<file path="config.mk">
export PLATFORM = sky130hd
export DESIGN_NAME = mc_control_flat
export DESIGN_NICKNAME = d
export VERILOG_FILES = /design/src/rtl/mc_control_if.sv /design/src/rtl/mc_control.sv /design/src/flat_wrapper.sv
export SDC_FILE = /design/constraint.sdc
export NUM_CORES = 1
export LEC_CHECK = 0
export CAP_MARGIN = 15
export CORE_UTILIZATION = 34
export DETAILED_ROUTE_END_ITERATION = 6
export SKIP_CTS_REPAIR_TIMING = 1
export SYNTH_ARGS = -nofsm -noshare
export SYNTH_HDL_FRONTEND = slang
export SYNTH_SLANG_ARGS = --single-unit
</file>
<file path="constraint.sdc">
create_clock -name clk -period 2.3 [get_ports clk]
set_input_delay 0.69 -clock clk [delete_from_list [all_inputs] [get_ports clk]]
set_output_delay 0.69 -clock clk [all_outputs]
set_load 0.01 [all_outputs]
</file>
<file path="src/rtl/mc_control_if.sv">
// -----------------------------------------------------------------------------
// mc_control_if
// Bundles the multicycle controller's instruction/handshake inputs and its
// datapath control outputs into one interface.
//
// Modports:
//   master : the controller (mc_control). Receives opcode and mem_ready, drives
//            every control, status and debug signal.
//   slave  : the datapath/memory side. Drives opcode and mem_ready, receives
//            the controls.
//
// Signals:
//   opcode        [6:0] instruction[6:0] from the instruction register
//   mem_ready           memory completes the current access this cycle
//   pc_write            unconditional PC load
//   pc_write_cond       PC load if the ALU compare is true
//   iord                memory address select: 0=PC, 1=ALUOut
//   mem_read            memory read request
//   mem_write           memory write request
//   ir_write            instruction register load
//   mem_to_reg          writeback select: 1=MDR, 0=ALUOut
//   reg_write           register file write enable
//   alu_src_a           0=PC, 1=rs1
//   alu_src_b     [1:0] 00=rs2, 01=constant 4, 10=immediate
//   alu_op        [1:0] 00=add, 01=branch compare, 10=R-type funct, 11=I-type funct
//   instr_done          one-cycle pulse when an instruction retires
//   mem_err             one-cycle pulse on memory timeout
//   illegal_instr       sticky illegal-opcode flag
//   state         [3:0] current controller state, for debug
// -----------------------------------------------------------------------------
interface mc_control_if;

   logic [6:0] opcode;
   logic       mem_ready;

   logic       pc_write;
   logic       pc_write_cond;
   logic       iord;
   logic       mem_read;
   logic       mem_write;
   logic       ir_write;
   logic       mem_to_reg;
   logic       reg_write;
   logic       alu_src_a;
   logic [1:0] alu_src_b;
   logic [1:0] alu_op;

   logic       instr_done;
   logic       mem_err;
   logic       illegal_instr;
   logic [3:0] state;

   modport master (
      input  opcode,
      input  mem_ready,
      output pc_write,
      output pc_write_cond,
      output iord,
      output mem_read,
      output mem_write,
      output ir_write,
      output mem_to_reg,
      output reg_write,
      output alu_src_a,
      output alu_src_b,
      output alu_op,
      output instr_done,
      output mem_err,
      output illegal_instr,
      output state
   );

   modport slave (
      output opcode,
      output mem_ready,
      input  pc_write,
      input  pc_write_cond,
      input  iord,
      input  mem_read,
      input  mem_write,
      input  ir_write,
      input  mem_to_reg,
      input  reg_write,
      input  alu_src_a,
      input  alu_src_b,
      input  alu_op,
      input  instr_done,
      input  mem_err,
      input  illegal_instr,
      input  state
   );

endinterface

</file>
<file path="src/rtl/mc_control.sv">
// -----------------------------------------------------------------------------
// mc_control
// Multicycle controller for the RV32 integer subset (R-type, I-type ALU, loads,
// stores, branches). Steps a shared-ALU, single-memory datapath through fetch,
// decode, execute, memory and writeback, one state per cycle, and drives the
// datapath mux selects and write enables. Memory accesses wait on mem_ready and
// are aborted after MEM_TIMEOUT cycles without it.
//
// Parameters:
//   MEM_TIMEOUT  max cycles an access waits for mem_ready before abort (>= 2)
//   CNT_W        wait counter width; must hold MEM_TIMEOUT-1
//
// Ports:
//   clk   clock, rising edge
//   rst   asynchronous, active-high reset
//   bus   mc_control_if.master: opcode/mem_ready in, controls and status out
//
// Build option:
//   MC_ILLEGAL_TRAP_EN  when defined, an unknown opcode in DECODE parks the FSM
//                       in TRAP and sets the sticky illegal_instr flag. When
//                       undefined, an unknown opcode retires as a NOP and
//                       illegal_instr is tied low.
// -----------------------------------------------------------------------------
module mc_control #(
   parameter int unsigned MEM_TIMEOUT = 16,
   parameter int unsigned CNT_W       = 5
) (
   input logic          clk,
   input logic          rst,
   mc_control_if.master bus
);

   typedef enum logic [3:0] {
      StFetch   = 4'd0,
      StDecode  = 4'd1,
      StMemAddr = 4'd2,
      StMemRd   = 4'd3,
      StMemWb   = 4'd4,
      StMemWr   = 4'd5,
      StExecR   = 4'd6,
      StExecI   = 4'd7,
      StAluWb   = 4'd8,
      StBranch  = 4'd9,
      StTrap    = 4'd10
   } state_t;

   localparam logic [6:0] OpR      = 7'b0110011;
   localparam logic [6:0] OpI      = 7'b0010011;
   localparam logic [6:0] OpLoad   = 7'b0000011;
   localparam logic [6:0] OpStore  = 7'b0100011;
   localparam logic [6:0] OpBranch = 7'b1100011;

   localparam logic [CNT_W-1:0] CntLast = CNT_W'(MEM_TIMEOUT - 1);

   state_t           state_q;
   logic [CNT_W-1:0] cnt_q;
   logic             done_q;
   logic             err_q;
   logic             timeout;

   // Last allowed wait cycle with no ready: the access is abandoned.
   assign timeout = (cnt_q == CntLast) && !bus.mem_ready;

`ifdef MC_ILLEGAL_TRAP_EN
   logic illegal_q;
   assign bus.illegal_instr = illegal_q;
`else
   assign bus.illegal_instr = 1'b0;
`endif

   // ---------------------------------------------------------------------------
   // State machine, wait counter and registered status pulses
   // ---------------------------------------------------------------------------
   always_ff @(posedge clk or posedge rst) begin
      if (rst) begin
         state_q   <= StFetch;
         cnt_q     <= '0;
         done_q    <= 1'b0;
         err_q     <= 1'b0;
`ifdef MC_ILLEGAL_TRAP_EN
         illegal_q <= 1'b0;
`endif
      end else begin
         done_q <= 1'b0;
         err_q  <= 1'b0;
         // Counter is zero everywhere except while waiting inside an access, so
         // every entry into FETCH/MEM_RD/MEM_WR starts from a clean count.
         cnt_q  <= '0;

         case (state_q)
            StFetch: begin
               if (bus.mem_ready) begin
                  state_q <= StDecode;
               end else if (timeout) begin
                  state_q <= StFetch;
                  err_q   <= 1'b1;
               end else begin
                  cnt_q <= cnt_q + CNT_W'(1);
               end
            end

            StDecode: begin
               case (bus.opcode)
                  OpR:             state_q <= StExecR;
                  OpI:             state_q <= StExecI;
                  OpLoad, OpStore: state_q <= StMemAddr;
                  OpBranch:        state_q <= StBranch;
                  default: begin
`ifdef MC_ILLEGAL_TRAP_EN
                     state_q   <= StTrap;
                     illegal_q <= 1'b1;
`else
                     // Unknown opcode retires as a NOP.
                     state_q <= StFetch;
                     done_q  <= 1'b1;
`endif
                  end
               endcase
            end

            StMemAddr: begin
               state_q <= (bus.opcode == OpLoad) ? StMemRd : StMemWr;
            end

            StMemRd: begin
               if (bus.mem_ready) begin
                  state_q <= StMemWb;
               end else if (timeout) begin
                  state_q <= StFetch;
                  err_q   <= 1'b1;
               end else begin
                  cnt_q <= cnt_q + CNT_W'(1);
               end
            end

            StMemWb: begin
               state_q <= StFetch;
               done_q  <= 1'b1;
            end

            StMemWr: begin
               if (bus.mem_ready) begin
                  state_q <= StFetch;
                  done_q  <= 1'b1;
               end else if (timeout) begin
                  state_q <= StFetch;
                  err_q   <= 1'b1;
               end else begin
                  cnt_q <= cnt_q + CNT_W'(1);
               end
            end

            StExecR: state_q <= StAluWb;

            StExecI: state_q <= StAluWb;

            StAluWb: begin
               state_q <= StFetch;
               done_q  <= 1'b1;
            end

            StBranch: begin
               state_q <= StFetch;
               done_q  <= 1'b1;
            end

            StTrap: state_q <= StTrap;

            // Codes 11-15 cannot be reached; recover by refetching.
            default: state_q <= StFetch;
         endcase
      end
   end

   // ---------------------------------------------------------------------------
   // Control decode. Moore on state except the FETCH loads, which follow
   // mem_ready directly. Gated by rst so requests drop the moment reset rises.
   // ---------------------------------------------------------------------------
   always_comb begin
      bus.pc_write      = 1'b0;
      bus.pc_write_cond = 1'b0;
      bus.iord          = 1'b0;
      bus.mem_read      = 1'b0;
      bus.mem_write     = 1'b0;
      bus.ir_write      = 1'b0;
      bus.mem_to_reg    = 1'b0;
      bus.reg_write     = 1'b0;
      bus.alu_src_a     = 1'b0;
      bus.alu_src_b     = 2'b00;
      bus.alu_op        = 2'b00;

      if (!rst) begin
         case (state_q)
            StFetch: begin
               bus.mem_read  = 1'b1;
               bus.alu_src_b = 2'b01;
               bus.ir_write  = bus.mem_ready;
               bus.pc_write  = bus.mem_ready;
            end
            StDecode: begin
               bus.alu_src_b = 2'b10;
            end
            StMemAddr: begin
               bus.alu_src_a = 1'b1;
               bus.alu_src_b = 2'b10;
            end
            StMemRd: begin
               bus.mem_read = 1'b1;
               bus.iord     = 1'b1;
            end
            StMemWb: begin
               bus.reg_write  = 1'b1;
               bus.mem_to_reg = 1'b1;
            end
            StMemWr: begin
               bus.mem_write = 1'b1;
               bus.iord      = 1'b1;
            end
            StExecR: begin
               bus.alu_src_a = 1'b1;
               bus.alu_op    = 2'b10;
            end
            StExecI: begin
               bus.alu_src_a = 1'b1;
               bus.alu_src_b = 2'b10;
               bus.alu_op    = 2'b11;
            end
            StAluWb: begin
               bus.reg_write = 1'b1;
            end
            StBranch: begin
               bus.alu_src_a     = 1'b1;
               bus.alu_op        = 2'b01;
               bus.pc_write_cond = 1'b1;
            end
            default: ;
         endcase
      end
   end

   assign bus.instr_done = done_q;
   assign bus.mem_err    = err_q;
   assign bus.state      = state_q;

endmodule
</file>
<file path="src/flat_wrapper.sv">
// flat-port wrapper written by rule: the top's interface ports become plain ports
module mc_control_flat 
#(
   parameter int unsigned MEM_TIMEOUT = 16,
   parameter int unsigned CNT_W       = 5
)
  (clk, rst, bus_opcode, bus_mem_ready, bus_pc_write, bus_pc_write_cond, bus_iord, bus_mem_read, bus_mem_write, bus_ir_write, bus_mem_to_reg, bus_reg_write, bus_alu_src_a, bus_alu_src_b, bus_alu_op, bus_instr_done, bus_mem_err, bus_illegal_instr, bus_state);
  mc_control_if bus_i ();
  input logic clk;
  input logic rst;
  input wire logic [$bits(bus_i.opcode)-1:0] bus_opcode;
  input wire logic [$bits(bus_i.mem_ready)-1:0] bus_mem_ready;
  output wire logic [$bits(bus_i.pc_write)-1:0] bus_pc_write;
  output wire logic [$bits(bus_i.pc_write_cond)-1:0] bus_pc_write_cond;
  output wire logic [$bits(bus_i.iord)-1:0] bus_iord;
  output wire logic [$bits(bus_i.mem_read)-1:0] bus_mem_read;
  output wire logic [$bits(bus_i.mem_write)-1:0] bus_mem_write;
  output wire logic [$bits(bus_i.ir_write)-1:0] bus_ir_write;
  output wire logic [$bits(bus_i.mem_to_reg)-1:0] bus_mem_to_reg;
  output wire logic [$bits(bus_i.reg_write)-1:0] bus_reg_write;
  output wire logic [$bits(bus_i.alu_src_a)-1:0] bus_alu_src_a;
  output wire logic [$bits(bus_i.alu_src_b)-1:0] bus_alu_src_b;
  output wire logic [$bits(bus_i.alu_op)-1:0] bus_alu_op;
  output wire logic [$bits(bus_i.instr_done)-1:0] bus_instr_done;
  output wire logic [$bits(bus_i.mem_err)-1:0] bus_mem_err;
  output wire logic [$bits(bus_i.illegal_instr)-1:0] bus_illegal_instr;
  output wire logic [$bits(bus_i.state)-1:0] bus_state;
  assign bus_i.opcode = bus_opcode;
  assign bus_i.mem_ready = bus_mem_ready;
  assign bus_pc_write = bus_i.pc_write;
  assign bus_pc_write_cond = bus_i.pc_write_cond;
  assign bus_iord = bus_i.iord;
  assign bus_mem_read = bus_i.mem_read;
  assign bus_mem_write = bus_i.mem_write;
  assign bus_ir_write = bus_i.ir_write;
  assign bus_mem_to_reg = bus_i.mem_to_reg;
  assign bus_reg_write = bus_i.reg_write;
  assign bus_alu_src_a = bus_i.alu_src_a;
  assign bus_alu_src_b = bus_i.alu_src_b;
  assign bus_alu_op = bus_i.alu_op;
  assign bus_instr_done = bus_i.instr_done;
  assign bus_mem_err = bus_i.mem_err;
  assign bus_illegal_instr = bus_i.illegal_instr;
  assign bus_state = bus_i.state;
  mc_control #(.MEM_TIMEOUT(MEM_TIMEOUT), .CNT_W(CNT_W)) u_core (.clk(clk), .rst(rst), .bus(bus_i));
endmodule
</file>
==> results of run 1 <==
## state kept, by name, summed over array words and instances (netlist names)
register,flops
u_core.cnt_q,5
u_core.bus.state,4
u_core.bus.instr_done,1
u_core.bus.mem_err,1
## cell type report
type                       instances  area [um^2]  share of cell area
timing repair buffer              46          435               0.338
inverter                           5         18.8              0.0146
clock inverter                     1         5.00             0.00389
clock buffer                       3         22.5              0.0175
sequential                        11          277               0.215
tap                               28         35.0              0.0272
multi-input combinational         73          494               0.384
## cell families after synthesis
logic type	synth area share
and+or+nand+nor	0.317
adders and majority gates	0.0156
buffers and inverters	0.0842
other	0.00468
DFF	0.343
xor gates and xnor gates	0.0546
AOI/OAI and AO/OA	0.181
## worst max-delay path: cells and delay by family
kind | cells | cell delay (ns)
buffers and inverters | 3 | 0.56
AND/OR/NAND/NOR | 1 | 0.30
## synthesized netlist by cell type (all sizes together), types with 3 or more instances
cell type	instances	area share
nor3	8	0.050
nor4	3	0.023
nor2	10	0.047
o21ai	4	0.025
a21oi	7	0.044
xnor2	4	0.044
nand2	4	0.019
buf	7	0.056
or2	3	0.023
inv	5	0.023
dfrtp	11	0.34
nor2b	4	0.034
## power breakdown
group | internal (mW) | leakage [nW] | total, mW | switching (mW)
clock network | 0.0642 | 0.0177 | 0.125 | 0.0605
registers | 0.214 | 0.147 | 0.230 | 0.0159
logic | 0.178 | 0.578 | 0.319 | 0.141
## final timing paths
kind                                                    start                            end  slack [ns]  cells after the start
worst max-delay path                                      rst                   bus_mem_read        0.06                      4
worst min-delay path                u_core.cnt_q[0]$_DFF_PP0_      u_core.cnt_q[0]$_DFF_PP0_        0.46                      1
worst max register to register  u_core.bus.state[0]$_DFF_PP0_  u_core.bus.state[1]$_DFF_PP0_        0.68                      6
worst min register to register      u_core.cnt_q[0]$_DFF_PP0_      u_core.cnt_q[0]$_DFF_PP0_        0.46                      1
max in group asynchronous                                 rst  u_core.bus.state[1]$_DFF_PP0_        1.32                      3
min in group asynchronous                                 rst  u_core.bus.state[3]$_DFF_PP0_        0.67                      3
## routing by layer
metal | track usage | vias up | routed length [um]
li1 | - | 428 | -
met1 | 0.241 | 395 | 967
met2 | 0.282 | 21 | 978
met3 | 0.0424 | 0 | 92
met4 | 0.0509 | 0 | 0
met5 | 0 | - | 0
==> flow_metrics.py, run 1 <==
metrics = {
    "cells_and_area": {
        "final_area_mm2": 0.00129,
        "fin_nets": 151,
        "finalNonFillerCells": 167,
        "area_growth_pct": 60.5,
        "layout-drive-gt1-share": 0.273,
        "final_cell_mix": "18 x buf_4, 14 x clkdlybuf4s50_1, 12 x dlymetal6s2s_1, 10 x dfrtp_1",
        "fin_util": 0.582,
        "antenna_cells": 0,
        "layout_commonest_cell": "buf_4",
        "nFillCells": 203,
    },
    "pwr": {
        "p_per_area_mw_per_mm2": 523,
        "worst_ir_drop_vdd_v": 0.000401,
        "finalPower_mw": 0.673,
        "leakagePower_nw": 0.743,
    },
    "detailed_routing": {
        "via_per_inst": 5.05,
        "first_pass_iters": 4,
        "wire_per_inst_um": 12.2,
        "vias": 844,
        "drtAntennaViolNets": 0,
        "drtIter0Drc": 15,
        "wl_um": 2040,
        "drc": 0,
    },
    "synthesis": {
        "avgSynthCellArea_um2": 8.27,
        "synthCells": 97,
        "synth_cell_type_count": 37,
        "yosysWarnings": 0,
        "syn-cell-area_um2": 802,
        "ys.flop_type": "dfrtp_1",
        "synth_edf_count": 0,
        "syn-num-nets": 108,
        "ys_async_sr_fraction": 1.00,
        "ys_seq_area_frac": 0.343,
        "synth_seq_cells": 11,
    },
    "global_route": {
        "grt_usage": 0.179,
        "grt_max_degree": 12,
        "grt_pass1_vias": 808,
        "antenna_found_initial": 0,
        "grt_pass1_wl_um": 3510,
        "grt.overflow.total": 0,
    },
    "setup_path": {
        "crit_top_cell": "dlymetal6s2s_1",
        "critical_path_class": "in2out",
        "cp.required_ns": 1.61,
        "cpPeakStageDelay_ns": 0.30,
        "path_max_fanout": 4,
        "cp-end-kind": "output pin",
        "start_kind": "primary input",
        "worst_path_max_delay_cell": "nor4_1",
        "cp_data_arrival_time_ns": 1.55,
        "worstPathCellList": "dlymetal6s2s_1 -> buf_4 -> nor4_1 -> dlymetal6s2s_1",
    },
    "clock_network": {
        "clk_pin_slew_ns": 0.07,
        "cts_sinks": 11,
        "insertion_delay_ns": 0.26,
        "clockBufferDepth": 2,
        "h-tree-depth": 1,
        "root_buffer": "clkbuf_4",
        "numCtsBuffers": 3,
        "cts_tree": "done",
    },
    "timing": {
        "finalCriticalPeriod_ns": 2.24,
        "clock_skew_ns": 0.00330,
        "rsz0062_at_grt": "no",
        "hold_viol": 0,
        "setup_viol": 0,
        "whs_ns": 0.460,
        "post-route-period-util": 0.972,
        "layout_setup_ws_ns": 0.0644,
        "maxSlewViolCount": 0,
        "fmax_mhz": 447,
        "tns_ns": 0,
    },
    "die": {
        "die_w_um": 50.6,
        "num_rows": 17,
        "core-area_mm2": 0.00221,
        "die_y_um": 50.6,
        "initial_utilization": 0.363,
        "dieArea_mm2": 0.00256,
        "io_pins": 30,
    },
    "placement": {
        "placedCellCount": 162,
        "dpl_worst_slack_ns": -0.603,
        "gp_congestion": 0.797,
        "placed_cell_area_mm2": 0.00120,
        "io_buffers": 28,
        "dp_hpwl_um": 1640,
    },
    "hold_path": {
        "worstHoldPathType": "reg2reg",
    },
    "run_status": {
        "status": "finished, final reports clean",
    },
    "flow_run": {
        "maxCapViolCount": 0,
    },
}
No activity file was read; power rests on OpenSTA's default activity.
==> run 2: changes to the inputs <==
Settings changed: GPL_ROUTABILITY_DRIVEN set to 0, SLEW_MARGIN set to 20.
==> results of run 2 <==
Final layout, timing and power as in run 1 (identical DEF).
